### src/rtl/usb_stream_ctrl.sv
// FX3 slave-FIFO master: streams header-tagged image lines and serves host command packets.
// Build option: define USB_TEST_PATTERN_EN to replace FIFO payload with a generated pattern.
module usb_stream_ctrl #(
  parameter int DQ_W       = 16,
  parameter int IM_X       = 1280,
  parameter int IM_Y       = 720,
  parameter int COLOR_MODE = 2,
  parameter int RD_LAT     = 4,
  parameter int WM_LAT     = 6,
  parameter int USEDW_W    = 12
) (
  input  logic               USB_CLK,
  input  logic               rst,
  input  logic               DMA0_Ready,
  input  logic               DMA0_Watermark,
  input  logic               DMA1_Ready,
  input  logic               DMA1_Watermark,
  output logic               WR,
  output logic               RD,
  output logic               OE,
  output logic               LastWRData,
  output logic [DQ_W-1:0]    DQ_out,
  output logic               DQ_oe,
  input  logic [DQ_W-1:0]    DQ_in,
  input  logic [DQ_W-1:0]    fifo_rdata,
  input  logic [USEDW_W-1:0] fifo_usedw,
  output logic               fifo_rdreq,
  output logic               start_stream,
  output logic [15:0]        frame_cnt
);

  localparam int          WORDS     = COLOR_MODE * IM_X * 8 / DQ_W + 1;
  localparam logic [15:0] LAST_IDX  = 16'(WORDS - 1);
  localparam logic [15:0] LAST_LINE = 16'(IM_Y - 1);
  localparam logic [31:0] LINE_NEED = 32'(WORDS - 1);

  typedef enum logic [3:0] {
    WAIT4DMA, WRITE, PAUSE_W, DR_READ, READ, PAUSE_R,
    RD_CMD, SEND_CFG, START_ST, STP_ST, RST_CNT
  } state_t;

  state_t state_q, state_d;

  logic [3:0]      syncA_q, syncB_q;
  logic            d0Rdy, d0Wm, d1Rdy, d1Wm;
  logic [15:0]     sendCnt_q, sendCnt_d;
  logic [15:0]     lineCnt_q, lineCnt_d;
  logic [15:0]     frameCnt_q, frameCnt_d;
  logic [7:0]      latCnt_q, latCnt_d;
  logic [7:0]      cmd_q;
  logic [1:0]      cfgIdx_q, cfgIdx_d;
  logic            startStream_q, startStream_d;
  logic            stopPend_q, stopPend_d;
  logic            rstPend_q, rstPend_d;
  logic            wr_q, rd_q, oe_q, last_q;
  logic [DQ_W-1:0] dq_q, dq_d, cfgWord;
  logic            lineEnd, lineReady, midLine;
  logic            unusedDqIn;

  assign {d1Wm, d1Rdy, d0Wm, d0Rdy} = syncB_q;
  assign unusedDqIn = ^DQ_in[DQ_W-1:8];

  assign lineEnd = (state_q == WRITE) && (sendCnt_q == LAST_IDX);
  assign midLine = (sendCnt_q != 16'd0);

`ifdef USB_TEST_PATTERN_EN
  logic unusedUsedw;
  assign unusedUsedw = ^fifo_usedw;
  assign lineReady   = 1'b1;
  assign fifo_rdreq  = 1'b0;
`else
  assign lineReady  = 32'(fifo_usedw) >= LINE_NEED;
  assign fifo_rdreq = (state_q == WRITE) && (sendCnt_q != 16'd0) &&
                      (sendCnt_q <= LAST_IDX) && (fifo_usedw != '0);
`endif

  always_comb begin
    state_d = state_q;
    case (state_q)
      WAIT4DMA: begin
        if (d1Rdy) state_d = DR_READ;
        else if (d0Rdy && startStream_q && (lineReady || midLine)) state_d = WRITE;
      end
      WRITE: begin
        if (d0Wm) state_d = PAUSE_W;
        else if (sendCnt_q == LAST_IDX) state_d = WAIT4DMA;
      end
      PAUSE_W:  if (!d0Rdy || latCnt_q == 8'(WM_LAT)) state_d = WAIT4DMA;
      DR_READ:  if (latCnt_q == 8'(RD_LAT)) state_d = READ;
      READ:     if (d1Wm) state_d = PAUSE_R;
      PAUSE_R:  if (!d1Rdy) state_d = RD_CMD;
      RD_CMD: begin
        case (cmd_q)
          8'h01:   if (d0Rdy && !d0Wm) state_d = SEND_CFG;
          8'h11:   state_d = START_ST;
          8'h0F:   state_d = STP_ST;
          8'h22:   state_d = RST_CNT;
          default: state_d = WAIT4DMA;
        endcase
      end
      SEND_CFG: if (cfgIdx_q == 2'd3) state_d = WAIT4DMA;
      default:  state_d = WAIT4DMA;
    endcase
  end

  // Stop and counter reset requested mid-line are held until the line's last word.
  always_comb begin
    sendCnt_d     = sendCnt_q;
    lineCnt_d     = lineCnt_q;
    frameCnt_d    = frameCnt_q;
    startStream_d = startStream_q;
    stopPend_d    = stopPend_q;
    rstPend_d     = rstPend_q;
    latCnt_d      = 8'd0;
    cfgIdx_d      = 2'd0;
    if ((state_q == PAUSE_W || state_q == DR_READ) && state_d == state_q)
      latCnt_d = latCnt_q + 8'd1;
    if (state_q == SEND_CFG)
      cfgIdx_d = cfgIdx_q + 2'd1;
    if (state_q == WRITE)
      sendCnt_d = lineEnd ? 16'd0 : sendCnt_q + 16'd1;
    if (lineEnd) begin
      if (lineCnt_q == LAST_LINE) begin
        lineCnt_d  = 16'd0;
        frameCnt_d = frameCnt_q + 16'd1;
      end else begin
        lineCnt_d = lineCnt_q + 16'd1;
      end
      if (stopPend_q) begin
        startStream_d = 1'b0;
        stopPend_d    = 1'b0;
      end
      if (rstPend_q) begin
        lineCnt_d  = 16'd0;
        frameCnt_d = 16'd0;
        rstPend_d  = 1'b0;
      end
    end
    case (state_q)
      START_ST: begin
        startStream_d = 1'b1;
        lineCnt_d     = 16'd0;
      end
      STP_ST: begin
        if (midLine) stopPend_d = 1'b1;
        else startStream_d = 1'b0;
      end
      RST_CNT: begin
        if (midLine) begin
          rstPend_d = 1'b1;
        end else begin
          lineCnt_d  = 16'd0;
          frameCnt_d = 16'd0;
        end
      end
      default: ;
    endcase
    if (!startStream_q) lineCnt_d = 16'd0;
  end

  always_comb begin
    cfgWord = '0;
    case (cfgIdx_q)
      2'd0:    cfgWord = DQ_W'((COLOR_MODE == 1) ? 16'h00AA : 16'h00BB);
      2'd1:    cfgWord = DQ_W'(16'(IM_X));
      2'd2:    cfgWord = DQ_W'(16'(IM_Y));
      default: cfgWord = DQ_W'(frameCnt_q);
    endcase
  end

  // Header is line_cnt on a 16-bit bus and {frame_cnt, line_cnt} on a 32-bit bus.
  always_comb begin
    dq_d = fifo_rdata;
    if (state_q == SEND_CFG)
      dq_d = cfgWord;
    else if ((state_q == WRITE || state_q == PAUSE_W) && !midLine)
      dq_d = DQ_W'({frameCnt_q, lineCnt_q});
`ifdef USB_TEST_PATTERN_EN
    else if (state_q == WRITE)
      dq_d = {(DQ_W/16){lineCnt_q[7:0], sendCnt_q[7:0]}};
`endif
  end

  always_ff @(posedge USB_CLK) begin
    if (rst) begin
      state_q       <= WAIT4DMA;
      syncA_q       <= '0;
      syncB_q       <= '0;
      sendCnt_q     <= '0;
      lineCnt_q     <= '0;
      frameCnt_q    <= '0;
      latCnt_q      <= '0;
      cmd_q         <= '0;
      cfgIdx_q      <= '0;
      startStream_q <= 1'b0;
      stopPend_q    <= 1'b0;
      rstPend_q     <= 1'b0;
      wr_q          <= 1'b0;
      rd_q          <= 1'b0;
      oe_q          <= 1'b0;
      last_q        <= 1'b0;
      dq_q          <= '0;
    end else begin
      state_q       <= state_d;
      syncA_q       <= {DMA1_Watermark, DMA1_Ready, DMA0_Watermark, DMA0_Ready};
      syncB_q       <= syncA_q;
      sendCnt_q     <= sendCnt_d;
      lineCnt_q     <= lineCnt_d;
      frameCnt_q    <= frameCnt_d;
      latCnt_q      <= latCnt_d;
      cfgIdx_q      <= cfgIdx_d;
      startStream_q <= startStream_d;
      stopPend_q    <= stopPend_d;
      rstPend_q     <= rstPend_d;
      if (state_q == READ) cmd_q <= DQ_in[7:0];
      wr_q          <= (state_q == WRITE) || (state_q == SEND_CFG);
      rd_q          <= (state_q == DR_READ) && (latCnt_q == 8'd1);
      oe_q          <= (state_q == DR_READ) || (state_q == READ);
      last_q        <= (state_q == SEND_CFG) && (cfgIdx_q == 2'd3);
      dq_q          <= dq_d;
    end
  end

  assign WR           = wr_q;
  assign DQ_oe        = wr_q;
  assign RD           = rd_q;
  assign OE           = oe_q;
  assign LastWRData   = last_q;
  assign DQ_out       = dq_q;
  assign start_stream = startStream_q;
  assign frame_cnt    = frameCnt_q;

endmodule

### config.mk
export PLATFORM = sky130hd
export DESIGN_NAME = usb_stream_ctrl
export DESIGN_NICKNAME = d
export VERILOG_FILES = /design/src/rtl/usb_stream_ctrl.sv
export SDC_FILE = /design/constraint.sdc
export NUM_CORES = 1
export LEC_CHECK = 0
export ABC_AREA = 1
export ABC_CLOCK_PERIOD_IN_PS = 2500
export CAP_MARGIN = 5
export CELL_PAD_IN_SITES_DETAIL_PLACEMENT = 0
export CELL_PAD_IN_SITES_GLOBAL_PLACEMENT = 1
export CORE_ASPECT_RATIO = 0.6
export CORE_UTILIZATION = 41
export DETAILED_ROUTE_END_ITERATION = 10
export HOLD_SLACK_MARGIN = 0.12
export PLACE_DENSITY_LB_ADDON = 0.1
export SETUP_SLACK_MARGIN = 0.5
export SLEW_MARGIN = 40
export SYNTH_ARGS = -nofsm -noshare
export SYNTH_HDL_FRONTEND = slang
export SYNTH_SLANG_ARGS = --single-unit
### constraint.sdc
create_clock -name USB_CLK -period 2.5 [get_ports USB_CLK]
set_input_delay 0.25 -clock USB_CLK [delete_from_list [all_inputs] [get_ports USB_CLK]]
set_output_delay 0.25 -clock USB_CLK [all_outputs]
set_load 0.02 [all_outputs]
# Word level (Yosys, flattened, before mapping)
# Index checks and enable logic that the tools add are counted.
[classes]
n_addsub = 5
reduce_logical = 27
bitwise_logic = 3
n_mux = 36
n_lt_le_gt_ge = 2
n_eq_ne = 23
[ops]
columns = ["op", "count"]
rows = [
  ["16-bit 2-to-1 mux", 12],
  ["16-bit by 1-bit adder with 16-bit output (second input constant)", 3],
  ["16-bit one-hot mux with 3 select lines", 1],
  ["4-bit 2-to-1 mux", 10],
  ["16-bit one-hot mux with 2 select lines", 1],
  ["4-bit one-hot mux with 8 select lines", 1],
  ["16-bit by 10-bit == test with 1-bit output (second input constant)", 1],
  ["16-bit by 11-bit == test with 1-bit output (second input constant)", 1],
  ["4-bit by 3-bit == test with 1-bit output (second input constant)", 4],
  ["8-bit by 1-bit == test with 1-bit output (second input constant)", 2],
  ["8-bit by 3-bit == test with 1-bit output (second input constant)", 2],
  ["16-bit by 11-bit less-or-equal comparator with 1-bit output (second input constant)", 1],
  ["4-bit one-hot mux with 4 select lines", 1],
  ["16-bit nonzero test", 1],
  ["4-bit == test (second input constant)", 3],
  ["12-bit by 11-bit >= comparator with 1-bit output (second input constant)", 1],
  ["12-bit nonzero test", 1],
  ["1-bit logical AND", 11],
  ["1-bit 2-to-1 mux", 9],
  ["8-bit by 1-bit adder with 8-bit output (second input constant)", 1],
  ["4-bit by 2-bit == test with 1-bit output (second input constant)", 2],
  ["8-bit by 4-bit == test with 1-bit output (second input constant)", 1],
  ["8-bit by 5-bit == test with 1-bit output (second input constant)", 1],
  ["8-bit by 6-bit == test with 1-bit output (second input constant)", 1],
  ["12 further kinds", 24],
]
[word_totals]
in_bits = 50
word_cells = 113
regBits = 101
output_inout_bits = 39

# Logic depth before layout (Yosys ltp)
# Gate-level depths: netlist (run 1).
[logic_depth]
ltp_word = 10
mapped_depth = 14
depth_no_buf = 13

# Worst setup path before layout (run 1)
# OpenSTA, ideal clock, no wires.
[synth_timing]
path_type = "flip-flop to flip-flop"
from = "register frameCnt_q[1], in the netlist frame_cnt[1]"
to = "register frameCnt_q[14], in the netlist frame_cnt[14]"
setup_time_ps = 118
setup_slack_ps = 738
t_required_ps = 2382
path_stages_with_launch = 9
path_buffers = 0
t_arrival_ps = 1644
period_less_slack_ps = 1762
path_cell_list = "dfxtp_1 -> ha_1 -> nand3_1 -> nor3_1 -> nand3_1 -> nor3_2 -> nand3_1 -> nand2_1 -> a21oi_1"
[synth_via]
elab_chain_len = 6
[synth_rtl]
columns = ["element", "line_no", "source"]
rows = [
  ["start: declaration", "48", "logic [15:0] frameCnt_q, frameCnt_d;"],
  ["start signal: assignment", "209", "frameCnt_q <= frameCnt_d;"],
  ["16-bit by 1-bit adder with 16-bit output *", "125", "frameCnt_d = frameCnt_q + 16'd1;"],
  ["16-bit 2-to-1 mux *", "123", "if (lineCnt_q == LAST_LINE) begin"],
  ["16-bit 2-to-1 mux *", "133", "if (rstPend_q) begin"],
  ["16-bit 2-to-1 mux *", "122", "if (lineEnd) begin"],
  ["16-bit 2-to-1 mux", "149", "if (midLine) begin"],
  ["16-bit 2-to-1 mux *", "139", "case (state_q)"],
]
# Mark *: on every way between the ends. The rest lies on a longest branch, timed or not.
# A chain may end at the register's enable or synchronous reset.

# Worst setup path after layout (run 1)
[layout_timing]
from = "register sendCnt_q[12]"
to = "output fifo_rdreq"
[layout_via]
elab_chain_len = 4
elab_cells_between_ends = 5
cone_classes = "1 x order compare; 4 x reduce/logical"
[layout_rtl]
columns = ["element", "line_no", "source"]
rows = [
  ["start: declaration", "46", "logic [15:0] sendCnt_q, sendCnt_d;"],
  ["start signal: assignment", "207", "sendCnt_q <= sendCnt_d;"],
  ["branches (longest 2 deep; another with 16-bit by 11-bit less-or-equal comparator with 1-bit output)", "--", ""],
  ["1-bit logical AND *", "73", "assign fifo_rdreq = (state_q == WRITE) && (sendCnt_q != 16'd0) &&"],
  ["1-bit logical AND *", "74", "(sendCnt_q <= LAST_IDX) && (fifo_usedw != '0);"],
  ["end: declaration", "27", "output logic fifo_rdreq,"],
]
# Every way passes the cells marked *.

==> flow_summary.html, run 1 <==
<table>
<tr><th>Metric</th><th>Value</th></tr>
<tr><th colspan="2">Yosys</th></tr>
<tr><td>Post-synthesis cell count</td><td>797</td></tr>
<tr><td>Simple-gate share of the synthesized area</td><td>33.6%</td></tr>
<tr><td>Mean post-synth cell area</td><td>6.74 sq um</td></tr>
<tr><td>Post-synthesis sequential element count</td><td>101</td></tr>
<tr><td>Compound-cell area share of the yosys netlist</td><td>13.9%</td></tr>
<tr><td>Commonest register cell after synthesis</td><td>sky130_fd_sc_hd__dfxtp_1</td></tr>
<tr><td>Nets in the synthesized netlist</td><td>859</td></tr>
<tr><td>Fraction of the mapped netlist area in adder cells</td><td>2.79%</td></tr>
<tr><td>Post-synth design cell area</td><td>0.00538 sq mm</td></tr>
<tr><td>Share of synthesized area occupied by flip-flops and latches</td><td>37.6%</td></tr>
<tr><td>Synthesized-area fraction occupied by xor and xnor cells</td><td>1.30%</td></tr>
<tr><td>Synthesis warning total</td><td>0</td></tr>
<tr><td>Count of flip-flops with a built-in enable after synthesis</td><td>0</td></tr>
<tr><td>Number of unique standard cell types used by synthesis</td><td>48</td></tr>
<tr><td>Proportion of synthesized area in mux cells</td><td>0%</td></tr>
<tr><td>Main combinational cell family by area after synthesis</td><td>simple AND/OR/NAND/NOR gates</td></tr>
<tr><td>Fraction of registers with async set or reset after synthesis</td><td>0%</td></tr>
<tr><th colspan="2">CTS</th></tr>
<tr><td>Number of CTS-inserted buffers</td><td>9</td></tr>
<tr><td>Clk Tree Root Cell</td><td>sky130_fd_sc_hd__clkbuf_16</td></tr>
<tr><td>Clock tree sinks</td><td>101</td></tr>
<tr><td>Clock transition time at the flip-flop clock pins of the worst setup and hold paths</td><td>70 ps</td></tr>
<tr><td>Skew-Pair Late Insertion Delay</td><td>350 ps</td></tr>
<tr><td>Post-CTS Hold Fix Bufs</td><td>0</td></tr>
<tr><td>H-tree lvl count</td><td>3</td></tr>
<tr><td>Clock tree from TritonCTS</td><td>built</td></tr>
<tr><td>CTS Buffer Depth</td><td>2</td></tr>
<tr><th colspan="2">Timing</th></tr>
<tr><td>Slew Viols, Final</td><td>0</td></tr>
<tr><td>Worst relative slew slack</td><td>67.3%</td></tr>
<tr><td>Fin crit share</td><td>76.6%</td></tr>
<tr><td>Fmax</td><td>522 MHz</td></tr>
<tr><td>Max Clock Skew</td><td>10.0 ps</td></tr>
<tr><td>Worst slew pin tran</td><td>490 ps</td></tr>
<tr><td>Total of endpoints with negative setup slack in the final report</td><td>0</td></tr>
<tr><td>Min Clock Period, post-route</td><td>1920 ps</td></tr>
<tr><td>Setup repair after global routing missed its margin</td><td>yes</td></tr>
<tr><td>Setup_tns</td><td>0 ps</td></tr>
<tr><td>Worst hold slack</td><td>403 ps</td></tr>
<tr><td>Count of final hold-check violations</td><td>0</td></tr>
<tr><th colspan="2">Power</th></tr>
<tr><td>Worst VDD drop</td><td>0.325 mV</td></tr>
<tr><td>PwrDens</td><td>492 mW/mm^2</td></tr>
<tr><td>Leakage component of the power</td><td>2.81 nW</td></tr>
<tr><th colspan="2">Min path</th></tr>
<tr><td>Class of the worst hold path</td><td>register to register</td></tr>
<tr><th colspan="2">Detailed routing</th></tr>
<tr><td>Initial DRC Count</td><td>388</td></tr>
<tr><td>Detailed-route via count</td><td>5458</td></tr>
<tr><td>Via density per instance</td><td>5.15</td></tr>
<tr><td>Routed wirelength normalized by instance count</td><td>14.8 um</td></tr>
<tr><td>Antenna-violating nets left</td><td>0</td></tr>
<tr><td>DR pass1 iterations</td><td>5</td></tr>
<tr><td>Overall routed net length</td><td>15.7 mm</td></tr>
<tr><td>Remaining design rule violation count</td><td>0</td></tr>
<tr><th colspan="2">Layout</th></tr>
<tr><td>Final layout net count</td><td>952</td></tr>
<tr><td>Commonest non-fill, non-tap cell in the layout</td><td>sky130_fd_sc_hd__nand2_1</td></tr>
<tr><td>Antenna diode count</td><td>0</td></tr>
<tr><td>Layout-stage area growth over the synthesis result</td><td>27.9%</td></tr>
<tr><td>Most frequent cells in the layout</td><td>sky130_fd_sc_hd__nand2_1 (150), sky130_fd_sc_hd__nor2_1 (120), sky130_fd_sc_hd__inv_1 (109)</td></tr>
<tr><td>Ratio of cells with drive above 1 in the final layout</td><td>9.84%</td></tr>
<tr><th colspan="2">Setup path</th></tr>
<tr><td>Flop-to-flop setup slack</td><td>630 ps</td></tr>
<tr><td>CP max stage delay</td><td>330 ps</td></tr>
<tr><td>Endpoint type of the worst setup path</td><td>primary output</td></tr>
<tr><td>Kind of start point of the critical path</td><td>register</td></tr>
<tr><td>Crit path cell chain</td><td>inv_2 -&gt; nand4_1 -&gt; buf_4 -&gt; nor2_4 -&gt; nand2_1 -&gt; inv_2 -&gt; a21oi_1 -&gt; nor2_1 -&gt; buf_4</td></tr>
<tr><td>Required time of the critical path</td><td>2250 ps</td></tr>
<tr><td>Maximum fanout along the worst path</td><td>4</td></tr>
<tr><td>Cell with the largest stage delay on the worst path</td><td>sky130_fd_sc_hd__dfxtp_2</td></tr>
<tr><td>Critical path class</td><td>register to primary output</td></tr>
<tr><td>Worst path arrival time</td><td>1670 ps</td></tr>
<tr><th colspan="2">Die</th></tr>
<tr><td>Total number of placement rows</td><td>31</td></tr>
<tr><td>Core area</td><td>0.0124 sq mm</td></tr>
<tr><td>Number of primary I/O pins</td><td>89</td></tr>
<tr><td>Die X-Extent</td><td>150 um</td></tr>
<tr><td>Total Die Area</td><td>0.0136 sq mm</td></tr>
<tr><td>Overall die height</td><td>90.7 um</td></tr>
<tr><td>Starting Density</td><td>43.3%</td></tr>
<tr><th colspan="2">Placed design</th></tr>
<tr><td>Detail Placement HPWL</td><td>11.7 mm</td></tr>
<tr><td>IO Port Bufs</td><td>80</td></tr>
<tr><td>Final RePlAce weighted congestion</td><td>0.943</td></tr>
<tr><th colspan="2">Global routing</th></tr>
<tr><td>Antenna violations before repair</td><td>0</td></tr>
<tr><td>Total track usage</td><td>23.8%</td></tr>
<tr><td>Number of global-route vias before repair</td><td>4929</td></tr>
<tr><td>First-pass GRT wire length</td><td>25.3 mm</td></tr>
<tr><td>Gr ovfl total</td><td>0</td></tr>
<tr><td>Largest net degree at the start of global routing</td><td>43</td></tr>
<tr><th colspan="2">Run status</th></tr>
<tr><td>Result of the run</td><td>complete, no violations</td></tr>
<tr><th colspan="2">Run</th></tr>
<tr><td>Number of max-capacitance violations reported</td><td>0</td></tr>
</table>
==> area by class of cell <==
cell class,count,area [sq um]
multi-input cells,554,2870
clock buffers,9,225
well taps,165,206
flip-flops and latches,101,2030
clock inverters,6,68.8
repair buffers,101,1010
fillers,1214,5540
inverters,123,474
==> cell usage after synthesis, types with 2 or more instances <==
master                       n  area [sq um]
sky130_fd_sc_hd__a211oi_1    5          37.5
sky130_fd_sc_hd__a21oi_1    58           290
sky130_fd_sc_hd__a22oi_1     2          15.0
sky130_fd_sc_hd__a31oi_1     3          18.8
sky130_fd_sc_hd__and3_1      3          18.8
sky130_fd_sc_hd__buf_2       5          25.0
sky130_fd_sc_hd__buf_4       3          22.5
sky130_fd_sc_hd__buf_6       3          33.8
sky130_fd_sc_hd__clkbuf_1    9          33.8
sky130_fd_sc_hd__dfxtp_1   101          2020
sky130_fd_sc_hd__ha_1       12           150
sky130_fd_sc_hd__inv_1     116           435
sky130_fd_sc_hd__inv_2       5          18.8
sky130_fd_sc_hd__nand2_1   152           571
sky130_fd_sc_hd__nand2_4     2          22.5
sky130_fd_sc_hd__nand3_1    46           230
sky130_fd_sc_hd__nand3_2     2          20.0
sky130_fd_sc_hd__nand3_4     2          35.0
sky130_fd_sc_hd__nand4_1    18           113
sky130_fd_sc_hd__nor2_1    123           462
sky130_fd_sc_hd__nor2_2      5          31.3
sky130_fd_sc_hd__nor2_4      2          22.5
sky130_fd_sc_hd__nor3_1     25           125
sky130_fd_sc_hd__nor3_2      2          20.0
sky130_fd_sc_hd__nor3b_1     4          30.0
sky130_fd_sc_hd__nor4_1      2          12.5
sky130_fd_sc_hd__o21ai_0    43           215
sky130_fd_sc_hd__o21ai_1    17          85.1
sky130_fd_sc_hd__o221ai_1    2          17.5
sky130_fd_sc_hd__xor2_1      7          61.3
==> power by group <==
group          switching (mW)  internal, mW
clock                   0.652         0.781
sequential             0.0129          1.64
combinational           0.151         0.147
==> cells by family (layout without fill, tap and decap cells) <==
group,after synthesis,in the layout
AO/OA/AOI/OAI,138,138
XOR/XNOR,8,8
adder cells (fa/ha/maj),12,12
buffers and inverters,143,239
flip-flops,101,101
AND/OR/NAND/NOR,395,396
==> per-stage QoR <==
step           std cells  setup slack [ps]  power [mW]  area, sq um  utilization, %
6_report            1059               584        3.38         6870            55.4
5_1_grt             1059               452        3.51         6870            55.4
4_1_cts             1052               512        3.40         6710            54.0
3_5_place_dp        1033               460        1.97         6360            51.3
3_3_place_gp        1033               446        1.96         6360            51.3
2_1_floorplan        797               738        1.83         5380               -
==> critical path, delay by kind of cell (launching register included) <==
kind / cells / cell delay (ps)
and+or+nand+nor: 4 / 480
buffers and inverters: 4 / 470
DFF: 1 / 330
AOI/OAI and AO/OA: 1 / 40
==> flip-flops by register name (all words and copies together) (netlist names), 2 cells and up <==
name,flops
DQ_out,16
cfgIdx_q,2
frame_cnt,16
cmd_q,8
syncB_q,4
syncA_q,4
sendCnt_q,16
lineCnt_q,16
state_q,4
latCnt_q,8
==> path summary, 6_finish.rpt <==
kind | from | endpoint | cells past startpoint
max | sendCnt_q[12]$_SDFFE_PP0P_ | fifo_rdreq | 9
max reg2reg | sendCnt_q[12]$_SDFFE_PP0P_ | DQ_out[10]$_SDFF_PP0_ | 12
min reg2reg | syncA_q[3]$_SDFF_PP0_ | syncB_q[3]$_SDFF_PP0_ | 2
min | syncA_q[3]$_SDFF_PP0_ | syncB_q[3]$_SDFF_PP0_ | 2
==> repair_timing <==
item | in CTS | in global routing
pin swaps | 2 | 7
endpoints found under the setup margin | 4 | 46
buffers inserted | 4 | 5
cloned | 0 | 2
gates resized for setup | 8 | 36
==> routing by layer <==
layer	vias up	track usage, %	routed length, um
met5	-	0	0
met4	0	5.22	142
met3	15	5.10	1030
met2	169	33.1	6110
met1	2514	36.5	8390
li1	2760	-	-
No activity file was read; power rests on OpenSTA's default activity.
==> run 2: changes to the inputs <==
- ABC_CLOCK_PERIOD_IN_PS: 2500 -> 1700
- CORE_UTILIZATION: 41 -> 34
- clock period: 2.5 -> 1.7 ns (I/O delays scaled with it)
==> flow_summary.html, run 2 (synthesized netlist as in run 1, its figures left out) <==
<table>
<tr><th>Metric</th><th>Value</th></tr>
<tr><th colspan="2">Setup path</th></tr>
<tr><td>Endpoint type of the worst setup path</td><td>register</td></tr>
<tr><td>Worst path arrival time</td><td>2030 ps</td></tr>
<tr><td>Most prevalent standard cell on the critical path</td><td>sky130_fd_sc_hd__buf_4</td></tr>
<tr><td>CP max stage delay</td><td>330 ps</td></tr>
<tr><td>Crit path cell chain</td><td>inv_2 -&gt; nand4_1 -&gt; buf_4 -&gt; inv_4 -&gt; nand4_4 -&gt; buf_4 -&gt; buf_6 -&gt; a22oi_1 -&gt; nor2_1</td></tr>
<tr><td>Critical path class</td><td>register to register</td></tr>
<tr><td>Maximum fanout along the worst path</td><td>5</td></tr>
<tr><td>Required time of the critical path</td><td>1950 ps</td></tr>
<tr><td>Cell with the largest stage delay on the worst path</td><td>sky130_fd_sc_hd__dfxtp_2</td></tr>
<tr><td>Kind of start point of the critical path</td><td>register</td></tr>
<tr><th colspan="2">Layout</th></tr>
<tr><td>Antenna diode count</td><td>0</td></tr>
<tr><td>Post-route cell area</td><td>0.00880 sq mm</td></tr>
<tr><td>Layout-stage area growth over the synthesis result</td><td>63.8%</td></tr>
<tr><td>Count of fill cells added during filler insertion</td><td>1435</td></tr>
<tr><td>Most frequent cells in the layout</td><td>sky130_fd_sc_hd__nand2_1 (110), sky130_fd_sc_hd__inv_1 (96), sky130_fd_sc_hd__buf_4 (93)</td></tr>
<tr><td>Final layout net count</td><td>1061</td></tr>
<tr><td>Commonest non-fill, non-tap cell in the layout</td><td>sky130_fd_sc_hd__nand2_1</td></tr>
<tr><td>Ratio of cells with drive above 1 in the final layout</td><td>40.8%</td></tr>
<tr><th colspan="2">CTS</th></tr>
<tr><td>Clock transition time at the flip-flop clock pins of the worst setup and hold paths</td><td>80 ps</td></tr>
<tr><td>Number of CTS-inserted buffers</td><td>9</td></tr>
<tr><td>Clock tree from TritonCTS</td><td>built</td></tr>
<tr><td>Clk Tree Root Cell</td><td>sky130_fd_sc_hd__clkbuf_16</td></tr>
<tr><td>Clock tree sinks</td><td>101</td></tr>
<tr><td>Post-CTS Hold Fix Bufs</td><td>0</td></tr>
<tr><td>Skew-Pair Late Insertion Delay</td><td>360 ps</td></tr>
<tr><td>CTS Buffer Depth</td><td>2</td></tr>
<tr><td>H-tree lvl count</td><td>3</td></tr>
<tr><th colspan="2">Placed design</th></tr>
<tr><td>Post-detailed-placement cell area</td><td>0.00715 sq mm</td></tr>
<tr><td>Final RePlAce weighted congestion</td><td>0.891</td></tr>
<tr><td>IO Port Bufs</td><td>80</td></tr>
<tr><td>Detail Placement HPWL</td><td>13.2 mm</td></tr>
<tr><td>Post-placement setup slack</td><td>-162 ps</td></tr>
<tr><th colspan="2">Global routing</th></tr>
<tr><td>Largest net degree at the start of global routing</td><td>43</td></tr>
<tr><td>First-pass GRT wire length</td><td>27.9 mm</td></tr>
<tr><td>Antenna violations before repair</td><td>0</td></tr>
<tr><td>Gr ovfl total</td><td>0</td></tr>
<tr><td>Total track usage</td><td>21.9%</td></tr>
<tr><td>Number of global-route vias before repair</td><td>5356</td></tr>
<tr><th colspan="2">Timing</th></tr>
<tr><td>Setup repair after global routing missed its margin</td><td>yes</td></tr>
<tr><td>Worst relative slew slack</td><td>77.1%</td></tr>
<tr><td>Worst slew pin tran</td><td>344 ps</td></tr>
<tr><td>Total of endpoints with negative setup slack in the final report</td><td>36</td></tr>
<tr><td>Count of final hold-check violations</td><td>0</td></tr>
<tr><td>Slew Viols, Final</td><td>0</td></tr>
<tr><td>Min Clock Period, post-route</td><td>1790 ps</td></tr>
<tr><td>Fin crit share</td><td>105%</td></tr>
<tr><td>Fmax</td><td>560 MHz</td></tr>
<tr><td>Setup slack after layout</td><td>-85.6 ps</td></tr>
<tr><td>Max Clock Skew</td><td>15.4 ps</td></tr>
<tr><th colspan="2">Die</th></tr>
<tr><td>Core area</td><td>0.0154 sq mm</td></tr>
<tr><td>Total Die Area</td><td>0.0163 sq mm</td></tr>
<tr><td>Die X-Extent</td><td>164 um</td></tr>
<tr><td>Number of primary I/O pins</td><td>89</td></tr>
<tr><td>Overall die height</td><td>99.4 um</td></tr>
<tr><td>Total number of placement rows</td><td>35</td></tr>
<tr><td>Starting Density</td><td>34.9%</td></tr>
<tr><th colspan="2">Detailed routing</th></tr>
<tr><td>DR pass1 iterations</td><td>5</td></tr>
<tr><td>Remaining design rule violation count</td><td>0</td></tr>
<tr><td>Routed wirelength normalized by instance count</td><td>15.4 um</td></tr>
<tr><td>Detailed-route via count</td><td>5978</td></tr>
<tr><td>Via density per instance</td><td>4.95</td></tr>
<tr><td>Initial DRC Count</td><td>261</td></tr>
<tr><td>Antenna-violating nets left</td><td>0</td></tr>
<tr><td>Overall routed net length</td><td>18.6 mm</td></tr>
<tr><th colspan="2">Min path</th></tr>
<tr><td>Class of the worst hold path</td><td>input port to register</td></tr>
<tr><th colspan="2">Run</th></tr>
<tr><td>Number of max-capacitance violations reported</td><td>0</td></tr>
<tr><th colspan="2">Power</th></tr>
<tr><td>Leakage component of the power</td><td>3.78 nW</td></tr>
<tr><td>Pwr Total</td><td>5.27 mW</td></tr>
<tr><td>Worst VDD drop</td><td>0.485 mV</td></tr>
<tr><td>PwrDens</td><td>599 mW/mm^2</td></tr>
<tr><th colspan="2">Run status</th></tr>
<tr><td>Failing checks</td><td>setup timing</td></tr>
<tr><td>Result of the run</td><td>finished, violations left</td></tr>
</table>
run 2: changes by cell type in the layout (fill, tap and decap cells not counted), moves of 15 or more:
cell,before,now
sky130_fd_sc_hd__o21ai_2,1,29
sky130_fd_sc_hd__nand2_1,150,110
sky130_fd_sc_hd__nand2_4,4,19
sky130_fd_sc_hd__clkdlybuf4s50_1,79,41
sky130_fd_sc_hd__buf_6,0,35
sky130_fd_sc_hd__dfxtp_1,98,75
sky130_fd_sc_hd__nor2_2,5,23
sky130_fd_sc_hd__nor2_1,120,89
sky130_fd_sc_hd__nor3_1,23,6
sky130_fd_sc_hd__buf_4,18,93
sky130_fd_sc_hd__nand2_2,2,21
sky130_fd_sc_hd__o21ai_0,40,11
sky130_fd_sc_hd__dfxtp_2,3,20
run 2: worst paths after layout:
check / start / to / slack [ps] / depth (start not counted)
setup / recovery: sendCnt_q[13]$_SDFFE_PP0P_ / lineCnt_q[1]$_SDFF_PP0_ / -90 / 9
setup reg to reg: sendCnt_q[13]$_SDFFE_PP0P_ / lineCnt_q[1]$_SDFF_PP0_ / -90 / 9
hold reg to reg: syncA_q[1]$_SDFF_PP0_ / syncB_q[1]$_SDFF_PP0_ / 400 / 2
hold / removal: DMA1_Ready / syncA_q[2]$_SDFF_PP0_ / 310 / 3
run 2: worst max-delay path: cells and delay by family, from the launching register on:
kind                   cells  cell delay (ps)
buffers and inverters      5              670
and+or+nand+nor            3              510
DFF                        1              330
AOI/OAI and AO/OA          1              160
run 2: cell type report:
class	count	area [sq um]	share of cell area [%]
sequential	101	2070	23.5
clock inverter	7	90.1	1.02
timing repair buffer	210	1940	22.0
inverter	123	514	5.84
tap	203	254	2.89
multi-input combinational	554	3710	42.2
clock buffer	9	225	2.56
run 2: through the flow:
| step | hold slack, ps | setup TNS, ps | util [%] | std cells |
|---|---|---|---|---|
| global route | 329 | -6870 | 57.1 | 1207 |
| finish | 313 | -1480 | 57.1 | 1207 |
| detailed placement | 401 | -1590 | 46.4 | 1147 |
| global placement | 391 | -539 | 46.4 | 1147 |
| floorplan | 277 | 0 | - | 797 |
| CTS | 309 | -1300 | 51.6 | 1186 |
run 2: timing repair:
action / CTS / global route
buffers inserted: 21 / 18
resized for setup: 231 / 190
hold endpoints to repair: 0 / 0
pin swaps: 43 / 56
gates cloned: 2 / 3
endpoints found under the setup margin: 131 / 108
run 2: per-layer routing:
layer | share of wire [%] | up-vias | GRT usage [%]
li1 | - | 2990 | -
met1 | 51 | 2824 | 33.1
met2 | 43 | 157 | 31.7
met3 | 6.2 | 7 | 4.84
met4 | 0.50 | 0 | 3.21
met5 | 0 | - | 0
run 2: where the power goes:
group | internal, mW | switching, mW | leakage, nW | total [mW]
clock | 1.19 | 1.04 | 0.156 | 2.23
combinational | 0.301 | 0.326 | 2.79 | 0.626
sequential | 2.40 | 0.0197 | 0.834 | 2.42
total | 3.88 | 1.39 | 3.78 | 5.27
==> run 3: changes to the inputs <==
- PLACE_DENSITY_LB_ADDON: 0.1 -> 0.12
==> flow_summary.html, run 3 (synthesized netlist as in run 1, its figures left out) <==
<table>
<tr><th>Metric</th><th>Value</th></tr>
<tr><th colspan="2">Run status</th></tr>
<tr><td>Result of the run</td><td>finished, violations left</td></tr>
<tr><td>Failing checks</td><td>setup timing</td></tr>
<tr><th colspan="2">Min path</th></tr>
<tr><td>Critical hold path startpoint</td><td>DMA0_Watermark</td></tr>
<tr><td>Cell depth of the worst min-delay path</td><td>3</td></tr>
<tr><td>Terminating pin of the worst hold path</td><td>syncA_q[1]$_SDFF_PP0_</td></tr>
<tr><td>Class of the worst hold path</td><td>input port to register</td></tr>
<tr><th colspan="2">Setup path</th></tr>
<tr><td>Source of the worst register-to-register timing path</td><td>sendCnt_q[13]$_SDFFE_PP0P_</td></tr>
<tr><td>Cell with the largest stage delay on the worst path</td><td>sky130_fd_sc_hd__dfxtp_2</td></tr>
<tr><td>Maximum fanout along the worst path</td><td>8</td></tr>
<tr><td>Worst reg2reg path depth</td><td>11</td></tr>
<tr><td>Reg-to-reg critical path endpoint</td><td>lineCnt_q[2]$_SDFF_PP0_</td></tr>
<tr><td>CP max stage delay</td><td>330 ps</td></tr>
<tr><td>Flop-to-flop setup slack</td><td>-190 ps</td></tr>
<tr><td>Kind of start point of the critical path</td><td>register</td></tr>
<tr><td>Critical path class</td><td>register to register</td></tr>
<tr><td>Endpoint type of the worst setup path</td><td>register</td></tr>
<tr><td>Required time of the critical path</td><td>1940 ps</td></tr>
<tr><td>Crit path cell chain</td><td>inv_2 -&gt; nand4_1 -&gt; nor2_2 -&gt; buf_4 -&gt; nand3_4 -&gt; inv_6 -&gt; buf_6 -&gt; buf_8 -&gt; nand2_2 -&gt; xor2_1 -&gt; nor2_1</td></tr>
<tr><td>Worst path arrival time</td><td>2130 ps</td></tr>
<tr><th colspan="2">Timing</th></tr>
<tr><td>Fin crit share</td><td>111%</td></tr>
<tr><td>Count of final hold-check violations</td><td>0</td></tr>
<tr><td>Min Clock Period, post-route</td><td>1890 ps</td></tr>
<tr><td>Max Clock Skew</td><td>12.3 ps</td></tr>
<tr><td>Setup repair after global routing missed its margin</td><td>yes</td></tr>
<tr><td>Total of endpoints with negative setup slack in the final report</td><td>59</td></tr>
<tr><td>Setup slack after layout</td><td>-190 ps</td></tr>
<tr><td>Worst relative slew slack</td><td>75.5%</td></tr>
<tr><td>Slew Viols, Final</td><td>0</td></tr>
<tr><td>Fmax</td><td>529 MHz</td></tr>
<tr><td>Worst slew pin tran</td><td>368 ps</td></tr>
<tr><th colspan="2">Detailed routing</th></tr>
<tr><td>Initial DRC Count</td><td>377</td></tr>
<tr><td>Routed wirelength normalized by instance count</td><td>15.6 um</td></tr>
<tr><td>Uppermost layer routed</td><td>met4</td></tr>
<tr><td>Detailed route wirelength on metal2</td><td>7.89 mm</td></tr>
<tr><td>Remaining design rule violation count</td><td>0</td></tr>
<tr><td>Via density per instance</td><td>5.01</td></tr>
<tr><td>Overall routed net length</td><td>18.8 mm</td></tr>
<tr><td>Met3 WL</td><td>1.41 mm</td></tr>
<tr><td>Antenna-violating nets left</td><td>0</td></tr>
<tr><td>Detailed-route via count</td><td>6049</td></tr>
<tr><td>Post-route met1 wirelength</td><td>9.39 mm</td></tr>
<tr><td>DR pass1 iterations</td><td>5</td></tr>
<tr><th colspan="2">Global routing</th></tr>
<tr><td>Total track usage</td><td>23.7%</td></tr>
<tr><td>First-pass GRT wire length</td><td>30.0 mm</td></tr>
<tr><td>Largest net degree at the start of global routing</td><td>43</td></tr>
<tr><td>Gr ovfl total</td><td>0</td></tr>
<tr><td>Number of global-route vias before repair</td><td>5816</td></tr>
<tr><td>Antenna violations before repair</td><td>0</td></tr>
<tr><th colspan="2">Die</th></tr>
<tr><td>Overall die height</td><td>99.4 um</td></tr>
<tr><td>Total number of placement rows</td><td>35</td></tr>
<tr><td>Starting Density</td><td>34.9%</td></tr>
<tr><td>Die X-Extent</td><td>164 um</td></tr>
<tr><td>Number of primary I/O pins</td><td>89</td></tr>
<tr><td>Total Die Area</td><td>0.0163 sq mm</td></tr>
<tr><td>Core area</td><td>0.0154 sq mm</td></tr>
<tr><th colspan="2">CTS</th></tr>
<tr><td>Post-CTS Hold Fix Bufs</td><td>0</td></tr>
<tr><td>Clk Tree Root Cell</td><td>sky130_fd_sc_hd__clkbuf_16</td></tr>
<tr><td>Clock tree sinks</td><td>101</td></tr>
<tr><td>CTS Buffer Depth</td><td>2</td></tr>
<tr><td>H-tree lvl count</td><td>3</td></tr>
<tr><td>Clock transition time at the flip-flop clock pins of the worst setup and hold paths</td><td>80 ps</td></tr>
<tr><td>Clock tree from TritonCTS</td><td>built</td></tr>
<tr><td>Skew-Pair Late Insertion Delay</td><td>360 ps</td></tr>
<tr><td>Number of CTS-inserted buffers</td><td>9</td></tr>
<tr><th colspan="2">Power</th></tr>
<tr><td>Worst VDD drop</td><td>0.454 mV</td></tr>
<tr><td>Pwr Total</td><td>5.16 mW</td></tr>
<tr><td>Leakage component of the power</td><td>3.77 nW</td></tr>
<tr><td>PwrDens</td><td>588 mW/mm^2</td></tr>
<tr><th colspan="2">Run</th></tr>
<tr><td>Number of max-capacitance violations reported</td><td>0</td></tr>
<tr><th colspan="2">Placed design</th></tr>
<tr><td>Detail Placement HPWL</td><td>13.2 mm</td></tr>
<tr><td>Final RePlAce weighted congestion</td><td>0.887</td></tr>
<tr><td>IO Port Bufs</td><td>80</td></tr>
<tr><td>Post-detailed-placement cell area</td><td>0.00714 sq mm</td></tr>
<tr><th colspan="2">Layout</th></tr>
<tr><td>Post-route cell area</td><td>0.00877 sq mm</td></tr>
<tr><td>Commonest non-fill, non-tap cell in the layout</td><td>sky130_fd_sc_hd__nand2_1</td></tr>
<tr><td>Layout-stage area growth over the synthesis result</td><td>63.2%</td></tr>
<tr><td>Final layout net count</td><td>1062</td></tr>
<tr><td>Most frequent cells in the layout</td><td>sky130_fd_sc_hd__nand2_1 (119), sky130_fd_sc_hd__inv_1 (94), sky130_fd_sc_hd__nor2_1 (93)</td></tr>
<tr><td>Ratio of cells with drive above 1 in the final layout</td><td>39.4%</td></tr>
<tr><td>Antenna diode count</td><td>0</td></tr>
</table>
[run 3: timing repair]
item                       4_1_cts  5_1_grt
cloned                           5        0
setup endpoints to repair      131      107
gates resized for setup        293      113
buffers inserted                27       16
pin swaps                       59       55
[run 3: final cells by class]
class | instances | area [sq um]
tap | 203 | 254
clock buffer | 9 | 225
sequential | 101 | 2080
inverter | 123 | 502
timing repair buffer | 211 | 2030
clock inverter | 7 | 67.6
multi-input combinational | 554 | 3610
fill | 1407 | 6640
[run 3: power by group]
group	internal, mW	switching (mW)	leakage [nW]
Clock	1.03	1.05	0.142
Sequential	2.39	0.0147	0.836
Combinational	0.344	0.326	2.80
[run 3: worst max-delay path: cells and delay by family (launching register included)]
family                 cells  cell delay (ps)
buffers and inverters      5              570
AND/OR/NAND/NOR            5              730
flip-flops                 1              330
XOR/XNOR                   1              140
[run 3: how the worst max path moves through the flow]
stage	start	endpoint	slack (ps)
floorplan	sendCnt_q[1]$_SDFFE_PP0P_	lineCnt_q[15]$_SDFF_PP0_	150
global placement	fifo_usedw[1]	fifo_rdreq	-130
detailed placement	fifo_usedw[2]	fifo_rdreq	-110
CTS	sendCnt_q[12]$_SDFFE_PP0P_	DQ_out[14]$_SDFF_PP0_	-120
global route	sendCnt_q[12]$_SDFFE_PP0P_	lineCnt_q[15]$_SDFF_PP0_	-300
finish	sendCnt_q[13]$_SDFFE_PP0P_	lineCnt_q[2]$_SDFF_PP0_	-190
[run 3: metal layers]
layer	GRT usage, %	vias to the layer above
met1	35.1	2830
met5	0	-
met3	5.67	12
li1	-	2998
met4	4.70	0
met2	34.5	209
[run 3: metrics by stage]
stage	hold slack, ps	util (%)	TNS (ps)	cells	worst slack [ps]
2_1_floorplan	277	-	0	797	152
3_3_place_gp	392	46.3	-1660	1144	-129
3_5_place_dp	399	46.3	-2420	1144	-107
4_1_cts	309	53.8	-2530	1192	-124
5_1_grt	329	56.9	-10950	1208	-302
6_report	319	56.9	-4590	1208	-190
